## src/rtl/alu_seq.sv

```systemverilog
// alu_seq: handshaked ALU with registered result/flags and a multi-cycle
// shift-add multiplier. One command per valid/ready transaction; the result
// is held on the output port until the consumer takes it.
//
//   state   | meaning
//   --------+-------------------------------------------------------------
//   IDLE    | nothing in flight, ready for a command when enabled
//   MUL     | shift-add multiply running, one multiplier bit per cycle
//   DONE    | result and flags presented, waiting for out_ready
module alu_seq #(
    parameter int WIDTH = 8,
    parameter int SHW   = $clog2(WIDTH)
) (
    input  logic                 clk_in,
    input  logic                 rst_n_in,
    input  logic                 enable_in,
    input  logic [WIDTH-1:0]     a_in,
    input  logic [WIDTH-1:0]     b_in,
    input  logic [3:0]           command_in,
    input  logic                 in_valid,
    output logic                 in_ready,
    output logic [2*WIDTH-1:0]   out,
    output logic                 out_valid,
    input  logic                 out_ready,
    output logic                 flag_carry,
    output logic                 flag_zero,
    output logic                 flag_err
);

    localparam int DW = 2 * WIDTH;

    localparam logic [3:0] OP_ADD = 4'b0000;
    localparam logic [3:0] OP_SUB = 4'b0001;
    localparam logic [3:0] OP_AND = 4'b0010;
    localparam logic [3:0] OP_OR  = 4'b0011;
    localparam logic [3:0] OP_NOT = 4'b0100;
    localparam logic [3:0] OP_XOR = 4'b0101;
    localparam logic [3:0] OP_SHL = 4'b0110;
    localparam logic [3:0] OP_SHR = 4'b0111;
    localparam logic [3:0] OP_MUL = 4'b1000;

    typedef enum logic [1:0] {
        ST_IDLE = 2'd0,
        ST_MUL  = 2'd1,
        ST_DONE = 2'd2
    } state_t;

    state_t              state_q, state_d;
    logic [DW-1:0]       out_q, out_d;
    logic                carry_q, carry_d;
    logic                zero_q, zero_d;
    logic                err_q, err_d;
    logic [DW-1:0]       acc_q, acc_d;
    logic [DW-1:0]       mcand_q, mcand_d;
    logic [WIDTH-1:0]    mplier_q, mplier_d;
    logic [SHW-1:0]      cnt_q, cnt_d;

    logic                accept;
    logic [SHW-1:0]      shamt;
    logic [WIDTH:0]      add_res;
    logic [DW-1:0]       op_res;
    logic                op_carry;
    logic                op_err;
    logic [DW-1:0]       acc_sum;

    // Ready never depends on in_valid, so the source can't form a comb loop.
    always_comb begin
        in_ready = enable_in &&
                   ((state_q == ST_IDLE) || ((state_q == ST_DONE) && out_ready));
    end

    assign accept     = in_valid && in_ready;
    assign shamt      = b_in[SHW-1:0];
    assign add_res    = {1'b0, a_in} + {1'b0, b_in};
    assign acc_sum    = acc_q + (mplier_q[0] ? mcand_q : '0);

    assign out        = out_q;
    assign out_valid  = (state_q == ST_DONE);
    assign flag_carry = carry_q;
    assign flag_zero  = zero_q;
    assign flag_err   = err_q;

    // Single-cycle opcode results, zero-extended to the full output width.
    always_comb begin
        op_res   = '0;
        op_carry = 1'b0;
        op_err   = 1'b0;
        case (command_in)
            OP_ADD: begin
                op_res[WIDTH:0] = add_res;
                op_carry        = add_res[WIDTH];
            end
            OP_SUB: begin
                op_res[WIDTH-1:0] = a_in - b_in;
                op_carry          = (a_in < b_in);
            end
            OP_AND: op_res[WIDTH-1:0] = a_in & b_in;
            OP_OR:  op_res[WIDTH-1:0] = a_in | b_in;
            OP_NOT: op_res[WIDTH-1:0] = ~a_in;
            OP_XOR: op_res[WIDTH-1:0] = a_in ^ b_in;
            OP_SHL: op_res = {{WIDTH{1'b0}}, a_in} << shamt;
            OP_SHR: op_res[WIDTH-1:0] = a_in >> shamt;
            OP_MUL: op_res = '0;
            default: op_err = 1'b1;
        endcase
    end

    // Next-state, multiplier datapath and output capture.
    always_comb begin
        state_d  = state_q;
        out_d    = out_q;
        carry_d  = carry_q;
        zero_d   = zero_q;
        err_d    = err_q;
        acc_d    = acc_q;
        mcand_d  = mcand_q;
        mplier_d = mplier_q;
        cnt_d    = cnt_q;

        case (state_q)
            ST_IDLE, ST_DONE: begin
                if (accept) begin
                    if (command_in == OP_MUL) begin
                        state_d  = ST_MUL;
                        acc_d    = '0;
                        mcand_d  = {{WIDTH{1'b0}}, a_in};
                        mplier_d = b_in;
                        cnt_d    = SHW'(WIDTH - 1);
                    end else begin
                        state_d = ST_DONE;
                        out_d   = op_res;
                        carry_d = op_carry;
                        zero_d  = (op_res == '0);
                        err_d   = op_err;
                    end
                end else if (state_q == ST_DONE && out_ready) begin
                    state_d = ST_IDLE;
                end
            end
            ST_MUL: begin
                acc_d    = acc_sum;
                mcand_d  = mcand_q << 1;
                mplier_d = mplier_q >> 1;
                if (cnt_q == '0) begin
                    state_d = ST_DONE;
                    out_d   = acc_sum;
                    carry_d = 1'b0;
                    zero_d  = (acc_sum == '0);
                    err_d   = 1'b0;
                end else begin
                    cnt_d = cnt_q - SHW'(1);
                end
            end
            default: state_d = ST_IDLE;
        endcase
    end

    // State and datapath registers; reset discards any operation in flight.
    always_ff @(posedge clk_in or negedge rst_n_in) begin
        if (!rst_n_in) begin
            state_q  <= ST_IDLE;
            out_q    <= '0;
            carry_q  <= 1'b0;
            zero_q   <= 1'b0;
            err_q    <= 1'b0;
            acc_q    <= '0;
            mcand_q  <= '0;
            mplier_q <= '0;
            cnt_q    <= '0;
        end else begin
            state_q  <= state_d;
            out_q    <= out_d;
            carry_q  <= carry_d;
            zero_q   <= zero_d;
            err_q    <= err_d;
            acc_q    <= acc_d;
            mcand_q  <= mcand_d;
            mplier_q <= mplier_d;
            cnt_q    <= cnt_d;
        end
    end

endmodule

```

## config.mk

```make
export PLATFORM = sky130hd
export DESIGN_NAME = alu_seq
export DESIGN_NICKNAME = d
export VERILOG_FILES = /design/src/rtl/alu_seq.sv
export SDC_FILE = /design/constraint.sdc
export NUM_CORES = 1
export LEC_CHECK = 0
export ABC_AREA = 1
export CAP_MARGIN = 25
export CORE_MARGIN = 2
export CORE_UTILIZATION = 64
export DETAILED_ROUTE_END_ITERATION = 8
export GPL_TIMING_DRIVEN = 1
export PLACE_DENSITY = 0.87
export SYNTH_ARGS = -nofsm -noshare
export SYNTH_HDL_FRONTEND = slang
export SYNTH_SLANG_ARGS = --single-unit
```

## constraint.sdc

```tcl
create_clock -name clk_in -period 5 [get_ports clk_in]
set_input_delay 0.5 -clock clk_in [delete_from_list [all_inputs] [get_ports clk_in]]
set_output_delay 0.5 -clock clk_in [all_outputs]
set_load 0.01 [all_outputs]
```

==> reports/summary.log <==
[run_status] outcome finished, final reports clean
[drt] sum of routed wire length over all layers 17.9 mm
[worst_setup_path] WP data arrival 3.28 ns
[placed_design] PortBufs 45
[placed_design] final weighted congestion in routability-driven placement 1.02
[final_layout] area taken by multi-input logic gates 3470 sq um
[power] register share of total power 0.355
[yosys] total standard cell area after synthesis 5700 sq um
[drt] average wire length per cell after detail routing 17.1 um
[flow_run] count of max-cap constraint violations 0
[die] Starting Density 0.657
[worst_setup_path] maximum fanout along the worst path 24
[final_layout] most common cell after layout, fill and taps aside sky130_fd_sc_hd__nand2_1
[yosys] most used flip-flop cell after synthesis sky130_fd_sc_hd__dfrtp_1
[timing] final hold violation count 0
[yosys] area fraction in compound gates after synthesis 0.118
[yosys] Avg Cell Area, Syn 6.34 sq um
[clock_network] clock latency on the worst-skew pair 0.35 ns
[worst_setup_path] most frequent cell on the critical path sky130_fd_sc_hd__nand2_1
[drt] total DRC errors in the routed layout 0
[drt] via count normalized by instance count 5.94
[power] worst IR drop on VDD 0.190 mV
[final_layout] Post-layout nets 1,005
[worst_setup_path] CP Class in2reg
[power] power density relative to cell area 350 nW/um^2
[worst_setup_path] type of element launching the critical path input pin
[power] switching power total 994 uW
[global_route] pin count of the biggest net entering global routing 65
[drt] Detail Route Antenna Nets 0
[die] full die area 9680 sq um
[timing] unrepaired setup endpoints after global routing no
[clock_network] CTS tree built
[yosys] adder-cell area share of the yosys netlist 0.103
[yosys] fraction of the yosys area taken by sequential cells 0.281
[power] Logic pwr share 0.474
[worst_setup_path] stages on the worst setup path 16
[final_layout] most used cells in the layout excluding fill and tap cells sky130_fd_sc_hd__nand2_1 (280), sky130_fd_sc_hd__inv_1 (129), sky130_fd_sc_hd__nand3_1 (103)
[min_path] Hold/Removal Path Class in2async
[timing] final count of negative-setup-slack endpoints 0
[drt] DR pass1 iterations 5
[clock_network] Clock Pin Slew Worst Setup and Hold Paths 0.07 ns
[clock_network] sinks on the clock net 64
[power] internal power consumption 1240 uW
[power] clock share of power 0.171
[worst_setup_path] cell with the biggest individual delay on the critical path sky130_fd_sc_hd__clkdlybuf4s50_1
[yosys] number of distinct library cells after synthesis 36
[clock_network] setup repair bufs after CTS 0
[clock_network] Resized cells post-CTS 0
[final_layout] Fill cells 734
[die] Die X-Extent 98.4 um
[global_route] via count of the first global-routing pass 6,003
[clock_network] clock tree buffer depth 2
[worst_setup_path] Buffers & Inverters on Critical Path 3
[final_layout] number of diodes 0
[global_route] total grt overflow 0
[worst_setup_path] slowest cell delay on critical path 0.46 ns
[power] leakage power summed over all cells 0.00345 uW
[final_layout] final core area utilization 0.734
[timing] final number of max-transition violations 0
[yosys] number of enable-type register cells in the synthesized netlist 0
[drt] routed vias 6,216
[timing] highest clock frequency the design can meet 333 MHz
[yosys] async set or reset register ratio after synthesis 1.00
[worst_setup_path] kind of cell with the highest combined delay on the critical path simple AND/OR/NAND/NOR gates
[final_layout] layout cell share with drive strength beyond 1 0.0447
[yosys] Post-Synthesis Cells 899
[final_layout] relative area change from synthesis to final layout 11.7%
[worst_setup_path] length in cells of the worst reg-to-reg path 15
[yosys] mux contribution to synthesized area 0
[global_route] total routing resource utilization after global routing 0.380
[worst_setup_path] Critical Path, Cell by Cell clkdlybuf4s50_1, buf_4, inv_1, ha_1, or2_2, nand2_1, nand3b_1, a21oi_1, nor2_1, nor2_1, nand2_1, nor2_1, nand2_1, nand2_1, nand2_1, nand2_1
[placed_design] DP HPWL 13.3 mm
[yosys] area share of and/or/nand/nor cells after synthesis 0.384
[die] die height 98.4 um
[yosys] total of warnings raised by yosys 0
[global_route] initial antenna violation count 0
[clock_network] number of buffers added by the clock tree synthesis step 9
[timing] final worst path period share 0.600
[worst_setup_path] endpoint required time on the critical path 5.27 ns
[power] net switching fraction of the power 0.445
[die] count of pins on the block boundary 46
[yosys] number of nets produced by synthesis 969
[clock_network] hold-fix buffer count after cts 0
[yosys] flip-flop and latch count after synthesis 64
[timing] final critical-path required period 3.00 ns
[yosys] xor/xnor share of the synthesized area 0.00461
[global_route] first-pass GRT wire length 29.7 mm
[die] number of rows created at floorplan 34
[die] core outline area 8680 sq um
[timing] remaining max-slew budget at the tightest pin 0.350
[timing] Slew @ Worst Pin 0.971 ns
[timing] final-layout setup total negative slack 0 ns
[yosys] combinational family with the most area after synthesis simple AND/OR/NAND/NOR gates
[drt] Starting DRT DRC Count 460
[timing] final setup skew 0.0153 ns
[clock_network] maximum level of the CTS H-tree 3
[final_layout] Storage cell area 1600 sq um
[clock_network] clock tree root buffer cell sky130_fd_sc_hd__clkbuf_8
[worst_setup_path] Worst Setup End Kind flip-flop
## synth_stat cells, types with 2 or more instances
library cell	instances	area, sq um
sky130_fd_sc_hd__nand4_1	12	75.1
sky130_fd_sc_hd__o221ai_1	3	26.3
sky130_fd_sc_hd__o211ai_1	15	113
sky130_fd_sc_hd__nand2_1	280	1050
sky130_fd_sc_hd__nor2_1	81	304
sky130_fd_sc_hd__nor2_4	3	33.8
sky130_fd_sc_hd__a21oi_1	31	155
sky130_fd_sc_hd__inv_1	129	484
sky130_fd_sc_hd__ha_1	42	526
sky130_fd_sc_hd__or2_2	2	12.5
sky130_fd_sc_hd__buf_2	12	60.1
sky130_fd_sc_hd__nand2_2	2	12.5
sky130_fd_sc_hd__inv_2	9	33.8
sky130_fd_sc_hd__fa_1	3	60.1
sky130_fd_sc_hd__nor3_1	9	45.0
sky130_fd_sc_hd__a22oi_1	2	15.0
sky130_fd_sc_hd__nand3_1	103	515
sky130_fd_sc_hd__nand3_2	3	30.0
sky130_fd_sc_hd__o22ai_1	11	68.8
sky130_fd_sc_hd__xor2_1	2	17.5
sky130_fd_sc_hd__nand3b_1	10	75.1
sky130_fd_sc_hd__a31oi_1	11	68.8
sky130_fd_sc_hd__clkbuf_1	11	41.3
sky130_fd_sc_hd__o21ai_0	36	180
sky130_fd_sc_hd__o21ai_1	3	15.0
sky130_fd_sc_hd__dfrtp_1	64	1600
## worst reg2reg max path: stages, from the launching register on
cell and delay [ns]:
sky130_fd_sc_hd__dfrtp_1 0.64, sky130_fd_sc_hd__nand2_1 0.16, sky130_fd_sc_hd__inv_1 0.06, sky130_fd_sc_hd__ha_1 0.24, sky130_fd_sc_hd__fa_1 0.47, sky130_fd_sc_hd__nand4_1 0.18, sky130_fd_sc_hd__nand2_1 0.13, sky130_fd_sc_hd__nand2_1 0.13
sky130_fd_sc_hd__nand2_1 0.07, sky130_fd_sc_hd__nand2_1 0.08, sky130_fd_sc_hd__nand2_1 0.10, sky130_fd_sc_hd__nor3_1 0.24, sky130_fd_sc_hd__nand3_1 0.17, sky130_fd_sc_hd__nand2_1 0.09, sky130_fd_sc_hd__nand2_1 0.05, sky130_fd_sc_hd__nand2_1 0.06
## routing by layer
metal  up-vias  GRT usage  part of all wire  wire length, um
met3        69     0.0558             0.080             1430
li1       2974          -                 -                -
met5         -          0                 0                0
met4         0      0.156             0.042              752
met2       313      0.630              0.48             8510
met1      2860      0.499              0.40             7190
## cell type report
type | instances | share of cell area
Tap cell | 108 | 0.0212
Sequential cell | 64 | 0.251
Multi-Input combinational cell | 672 | 0.545
Inverter | 138 | 0.0813
Clock inverter | 6 | 0.00589
Timing Repair Buffer | 50 | 0.0758
Clock buffer | 9 | 0.0194
## state kept, by name, indices dropped and copies added, names as in the netlist
register    count
acc_q          16
cnt_q           3
flag_carry      1
flag_err        1
flag_zero       1
mcand_q        16
mplier_q        8
out            16
state_q         2
## metrics by stage
| step | total power [uW] | setup slack [ns] | cells | hold slack (ns) | area (sq um) |
|---|---|---|---|---|---|
| finish | 2230 | 2.00 | 1047 | 0.319 | 6370 |
| CTS | 2200 | 2.04 | 1047 | 0.360 | 6370 |
| detailed placement | 1810 | 1.70 | 1032 | 0.469 | 6210 |
| global route | 2390 | 1.76 | 1047 | 0.390 | 6370 |
| global placement | 1760 | 1.76 | 1032 | 0.469 | 6210 |
| floorplan | 1500 | 2.74 | 899 | 0.204 | 5700 |
## worst paths after layout
| path | from | slack, ns | to |
|---|---|---|---|
| worst max-delay path | b_in[1] | 2.00 | flag_zero$_DFFE_PN0P_ |
| worst min-delay path | rst_n_in | 0.32 | mplier_q[5]$_DFFE_PN0P_ |
| worst max register to register | mplier_q[0]$_DFFE_PN0P_ | 2.06 | flag_zero$_DFFE_PN0P_ |
| worst min register to register | flag_carry$_DFFE_PN0P_ | 0.49 | flag_carry$_DFFE_PN0P_ |
| max in group asynchronous | rst_n_in | 4.12 | mcand_q[0]$_DFFE_PN0P_ |
| min in group clk_in | flag_carry$_DFFE_PN0P_ | 0.49 | flag_carry$_DFFE_PN0P_ |
## power by group through the flow
stage | clock, uW | sequential [uW] | combinational (uW)
2_1_floorplan | 0 | 762 | 734
3_5_place_dp | 0 | 799 | 1010
4_1_cts | 377 | 790 | 1030
6_report | 382 | 793 | 1060
5_1_grt | 401 | 807 | 1180
3_3_place_gp | 0 | 787 | 969
## cell families after synthesis
logic type,Yosys count
XOR/XNOR,3
flip-flops,64
buffers and inverters,163
AND/OR/NAND/NOR,508
AO/OA/AOI/OAI,116
adder cells (fa/ha/maj),45
Power figures use the tool's default switching activity.
==> RTL edit 1: new RTL, same settings <==
Reset style: synchronous (`rst_n_in`), changed in one clocked block.
--- a/src/rtl/alu_seq.sv
+++ b/src/rtl/alu_seq.sv
@@ -156,7 +156,7 @@
     end
 
     // State and datapath registers; reset discards any operation in flight.
-    always_ff @(posedge clk_in or negedge rst_n_in) begin
+    always_ff @(posedge clk_in) begin
         if (!rst_n_in) begin
             state_q  <= ST_IDLE;
             out_q    <= '0;
Check against the original RTL: differs if rst_n_in is asserted again (counterexample within 4 cycles, from zero or initial values and one cycle with rst_n_in low); with rst_n_in held inactive, the same outputs for 4 cycles.
==> RTL edit 1 against the original RTL <==
- sequential cell count did not move
- via count up 2.2%
- die area decreased by 4.1%
- setup slack got worse by 0.22 ns
- highest routed layer unchanged
- fmax decreased by 6.9%
- routed wire length is 4.8% lower
- cell area is 4.4% lower
- critical path type unchanged
- area after synthesis down 4.3%
Power is not compared: it rests on default switching activity, and its combinational part moved more than twofold at a synthesized area within 25%.
==> RTL edit 1: results (changes against the original RTL) <==
<table>
<tr><th>Metric</th><th>Value</th></tr>
<tr><th colspan="2">Route</th></tr>
<tr><td>Metal2 WL</td><td>7140 um (was 8510 um)</td></tr>
<tr><td>Pre-antenna DRT Iters</td><td>7 (was 5)</td></tr>
<tr><td>Routed metal-1 wirelength</td><td>7100 um (was 7190 um)</td></tr>
<tr><td>Iteration-0 DRC count of the detailed router</td><td>691 (was 460)</td></tr>
<tr><td>Routed wire length per instance</td><td>15.8 um (was 17.1 um)</td></tr>
<tr><th colspan="2">Global route</th></tr>
<tr><td>Maximum number of pins on one net before global-route repair</td><td>41 (was 65)</td></tr>
<tr><td>Global-route wire length before repair</td><td>26800 um (was 29700 um)</td></tr>
<tr><td>Met2 demand-to-capacity share in global routing</td><td>56.6% (was 63.0%)</td></tr>
<tr><td>M3 GR Usage</td><td>9.01% (was 5.58%)</td></tr>
<tr><td>Grt met1 use</td><td>51.0% (was 49.9%)</td></tr>
<tr><th colspan="2">Critical path</th></tr>
<tr><td>RR Startpoint</td><td>mplier_q[0] (unchanged)</td></tr>
<tr><td>Worst Setup EP</td><td>flag_zero (unchanged)</td></tr>
<tr><td>Setup slack of the worst register-to-register path</td><td>2.11 ns (was 2.06 ns)</td></tr>
<tr><td>Crit Path Max Fanout</td><td>22 (was 24)</td></tr>
<tr><td>Largest stage delay, worst path</td><td>0.96 ns (was 0.46 ns)</td></tr>
<tr><th colspan="2">Placed design</th></tr>
<tr><td>Routability Congestion</td><td>1.02 (about the same)</td></tr>
<tr><td>HPWL after DPL</td><td>12900 um (was 13300 um)</td></tr>
<tr><th colspan="2">Logic synthesis</th></tr>
<tr><td>Top area cells in the synthesized netlist</td><td>dfxtp_1, nand2_1, ha_1 (was dfrtp_1, nand2_1, ha_1)</td></tr>
<tr><td>Arithmetic-cell share of the synthesized area counting full adders, half adders and majority gates</td><td>10.7% (was 10.3%)</td></tr>
<tr><td>Count of cell types in the netlist</td><td>37 (was 36)</td></tr>
<tr><td>Commonest cells in the synthesized netlist</td><td>nand2_1, inv_1, nand3_1 (unchanged)</td></tr>
<tr><th colspan="2">Outcome</th></tr>
<tr><td>Status</td><td>complete, no violations (unchanged)</td></tr>
<tr><th colspan="2">Finish</th></tr>
<tr><td>Share of cells above drive strength 1</td><td>3.92% (was 4.47%)</td></tr>
<tr><td>Filler cell count</td><td>712 (was 734)</td></tr>
<tr><td>Post-layout net count</td><td>1035 (was 1005)</td></tr>
<tr><th colspan="2">STA</th></tr>
<tr><td>Largest clock skew in the final design</td><td>0.00486 ns (was 0.0153 ns)</td></tr>
</table>
-- RTL edit 1: cell count changes in the layout (fill, tap and decap cells not counted), moves of 7 or more --
cell,before,now
nand3_1,103,92
nand3b_1,10,3
a21oi_1,31,65
o22ai_1,11,4
dfxtp_1,0,64
o21ai_1,3,10
a31oi_1,11,22
nand2_1,280,331
o21ai_0,36,27
dfrtp_1,64,0
inv_1,129,107
o211ai_1,15,2
-- RTL edit 1: report_power, final --
group | total (W) | internal [W] | switching [W]
Combinational | 0.000270 | 0.0000952 | 0.000175
Clock | 0.000399 | 0.000178 | 0.000221
Sequential | 0.000530 | 0.000521 | 0.00000882
Total | 0.00120 | 0.000794 | 0.000404
-- RTL edit 1: layout make-up --
class / instances / share of cell area (%)
sequential: 64 / 21.0
multi-input combinational: 725 / 59.0
clock inverter: 7 / 0.801
clock buffer: 9 / 2.03
timing repair buffer: 47 / 7.64
inverter: 118 / 7.29
tap: 105 / 2.16
==> RTL edit 2: new RTL, config.mk and constraints unchanged <==
Without the edit above. `WIDTH`: 8 -> 16.
--- a/src/rtl/alu_seq.sv
+++ b/src/rtl/alu_seq.sv
@@ -8,7 +8,7 @@
 //   MUL     | shift-add multiply running, one multiplier bit per cycle
 //   DONE    | result and flags presented, waiting for out_ready
 module alu_seq #(
-    parameter int WIDTH = 8,
+    parameter int WIDTH = 16,
     parameter int SHW   = $clog2(WIDTH)
 ) (
     input  logic                 clk_in,
Interface: changed (resized a_in, b_in and out); port bits go from 46 to 78. The function was not compared with the original's and may differ.
==> RTL edit 2 against the original RTL <==
- sequential cell count grew 57
- power increased to 3.1 times the old value
- sequential share of layout area is 2.7 points lower
- combinational power grew to 3.6 times the old value
- critical path type unchanged
- area after synthesis is 110% higher
- utilization fell by 0.65 points
- critical endpoint unchanged
- setup slack lost 0.44 ns
- cell area increased by 110%
- routed wire length grew 150%
- synthesized cell count increased by 130%
- global-route usage up 7.2 points
==> RTL edit 2: results (changes against the original RTL) <==
<table>
<tr><th>Metric</th><th>Value</th></tr>
<tr><th colspan="2">Outcome</th></tr>
<tr><td>Status</td><td>complete, no violations (unchanged)</td></tr>
<tr><th colspan="2">Logic synthesis</th></tr>
<tr><td>Commonest cells in the synthesized netlist</td><td>nand2_1, inv_1, nor2_1 (was nand2_1, inv_1, nand3_1)</td></tr>
<tr><td>Fraction of the yosys area taken by sequential cells</td><td>25.1% (was 28.1%)</td></tr>
<tr><td>Top area cells in the synthesized netlist</td><td>dfrtp_1, nand2_1, nand3_1 (was dfrtp_1, nand2_1, ha_1)</td></tr>
<tr><td>Nets in the synthesized netlist</td><td>2151 (was 969)</td></tr>
<tr><td>Syn avg cell area</td><td>5.95 um^2 (was 6.34 um^2)</td></tr>
<tr><th colspan="2">Global route</th></tr>
<tr><td>Gr usage total</td><td>45.2% (was 38.0%)</td></tr>
<tr><td>Via count of the first global-routing pass</td><td>13500 (was 6003)</td></tr>
<tr><th colspan="2">Clock tree</th></tr>
<tr><td>Clock root buffer</td><td>clkbuf_16 (was clkbuf_8)</td></tr>
<tr><td>Number of CTS-inserted buffers</td><td>17 (was 9)</td></tr>
<tr><td>Insertion delay of the later-clocked pin in the worst-skew pair</td><td>0.44 ns (was 0.35 ns)</td></tr>
<tr><th colspan="2">Critical path</th></tr>
<tr><td>Worst path arrival time</td><td>3.77 ns (was 3.28 ns)</td></tr>
<tr><td>Setup slack of the worst register-to-register path</td><td>1.63 ns (was 2.06 ns)</td></tr>
<tr><td>Largest stage delay, worst path</td><td>0.82 ns (was 0.46 ns)</td></tr>
<tr><td>Standard cell with the maximum stage delay on the critical path</td><td>nor2_1 (was clkdlybuf4s50_1)</td></tr>
<tr><td>Worst reg2reg path depth</td><td>18 (was 15)</td></tr>
<tr><th colspan="2">Route</th></tr>
<tr><td>Routed wire length per instance</td><td>19.3 um (was 17.1 um)</td></tr>
<tr><td>Iteration-0 DRC count of the detailed router</td><td>1843 (was 460)</td></tr>
<tr><td>Pre-antenna DRT Iters</td><td>9 (was 5)</td></tr>
<tr><th colspan="2">STA</th></tr>
<tr><td>Worst slew slack as a fraction of its limit</td><td>31.7% (was 35.0%)</td></tr>
<tr><td>Portion of the clock cycle consumed by the worst path in the final layout</td><td>68.8% (was 60.0%)</td></tr>
<tr><td>Largest clock skew in the final design</td><td>0.0161 ns (was 0.0153 ns)</td></tr>
<tr><th colspan="2">Power and ir drop</th></tr>
<tr><td>Power share of the sequential group</td><td>24.1% (was 35.5%)</td></tr>
<tr><td>Worst VDD drop</td><td>0.000298 V (was 0.000190 V)</td></tr>
<tr><td>Cell leakage power</td><td>7.49 nW (was 3.45 nW)</td></tr>
<tr><th colspan="2">Placed design</th></tr>
<tr><td>Post-Place Worst Slack</td><td>1.18 ns (was 1.70 ns)</td></tr>
<tr><th colspan="2">Finish</th></tr>
<tr><td>Share of cells above drive strength 1</td><td>4.13% (was 4.47%)</td></tr>
</table>
[RTL edit 2: cell count changes in the layout (fill, tap and decap cells not counted), sizes merged, moves of 17 or more]
cell,before,now
a21oi,32,71
clkdlybuf4s50,44,76
dfrtp,64,121
ha,42,81
inv,138,302
nand2,282,703
nand3,106,213
nor2,85,241
o21ai,39,56
o22ai,11,49
[RTL edit 2: cells by family (layout without fill, tap and decap cells)]
kind of cell	Yosys count	in the layout	share of synthesized area, %
AOI/OAI and AO/OA	233	233	11.3
xor gates and xnor gates	11	11	0.800
adders and majority gates	84	84	8.91
buffers and inverters	360	414	11.8
DFF	121	121	25.1
and+or+nand+nor	1217	1217	42.0
[RTL edit 2: final timing paths]
path,from,to
max reg2reg,mplier_q[0],flag_zero
min reg2reg,acc_q[3],acc_q[3]
min,rst_n_in,mcand_q[28]
max in group asynchronous,rst_n_in,out[10]
min in group clk_in,acc_q[3],acc_q[3]
max,command_in[3],flag_zero
[RTL edit 2: per-layer routing]
metal / share of wire [%] / GRT usage, % / vias up
met5: 0 / 0 / -
met4: 7.6 / 31.5 / 0
met3: 11 / 12.7 / 263
met2: 44 / 69.8 / 939
met1: 37 / 54.7 / 6355
li1: - / - / 6553
[RTL edit 2: layout make-up]
class / instances / area [um^2]
Clock buffer: 17 / 425
Clock inverter: 15 / 226
Fill cell: 1587 / 5060
Timing Repair Buffer: 88 / 851
Tap cell: 234 / 293
Multi-Input combinational cell: 1545 / 7590
Sequential cell: 121 / 3030
Inverter: 294 / 1110
[RTL edit 2: metrics by stage]
stage                     power [W]  hold WS (ns)  instance area (um^2)
final                       0.00682         0.136                 13500
after global routing        0.00729         0.204                 13500
after CTS                   0.00669         0.178                 13500
after detailed placement    0.00522         0.470                 12900
after global placement      0.00510         0.463                 12900
after floorplan             0.00416         0.204                 12000
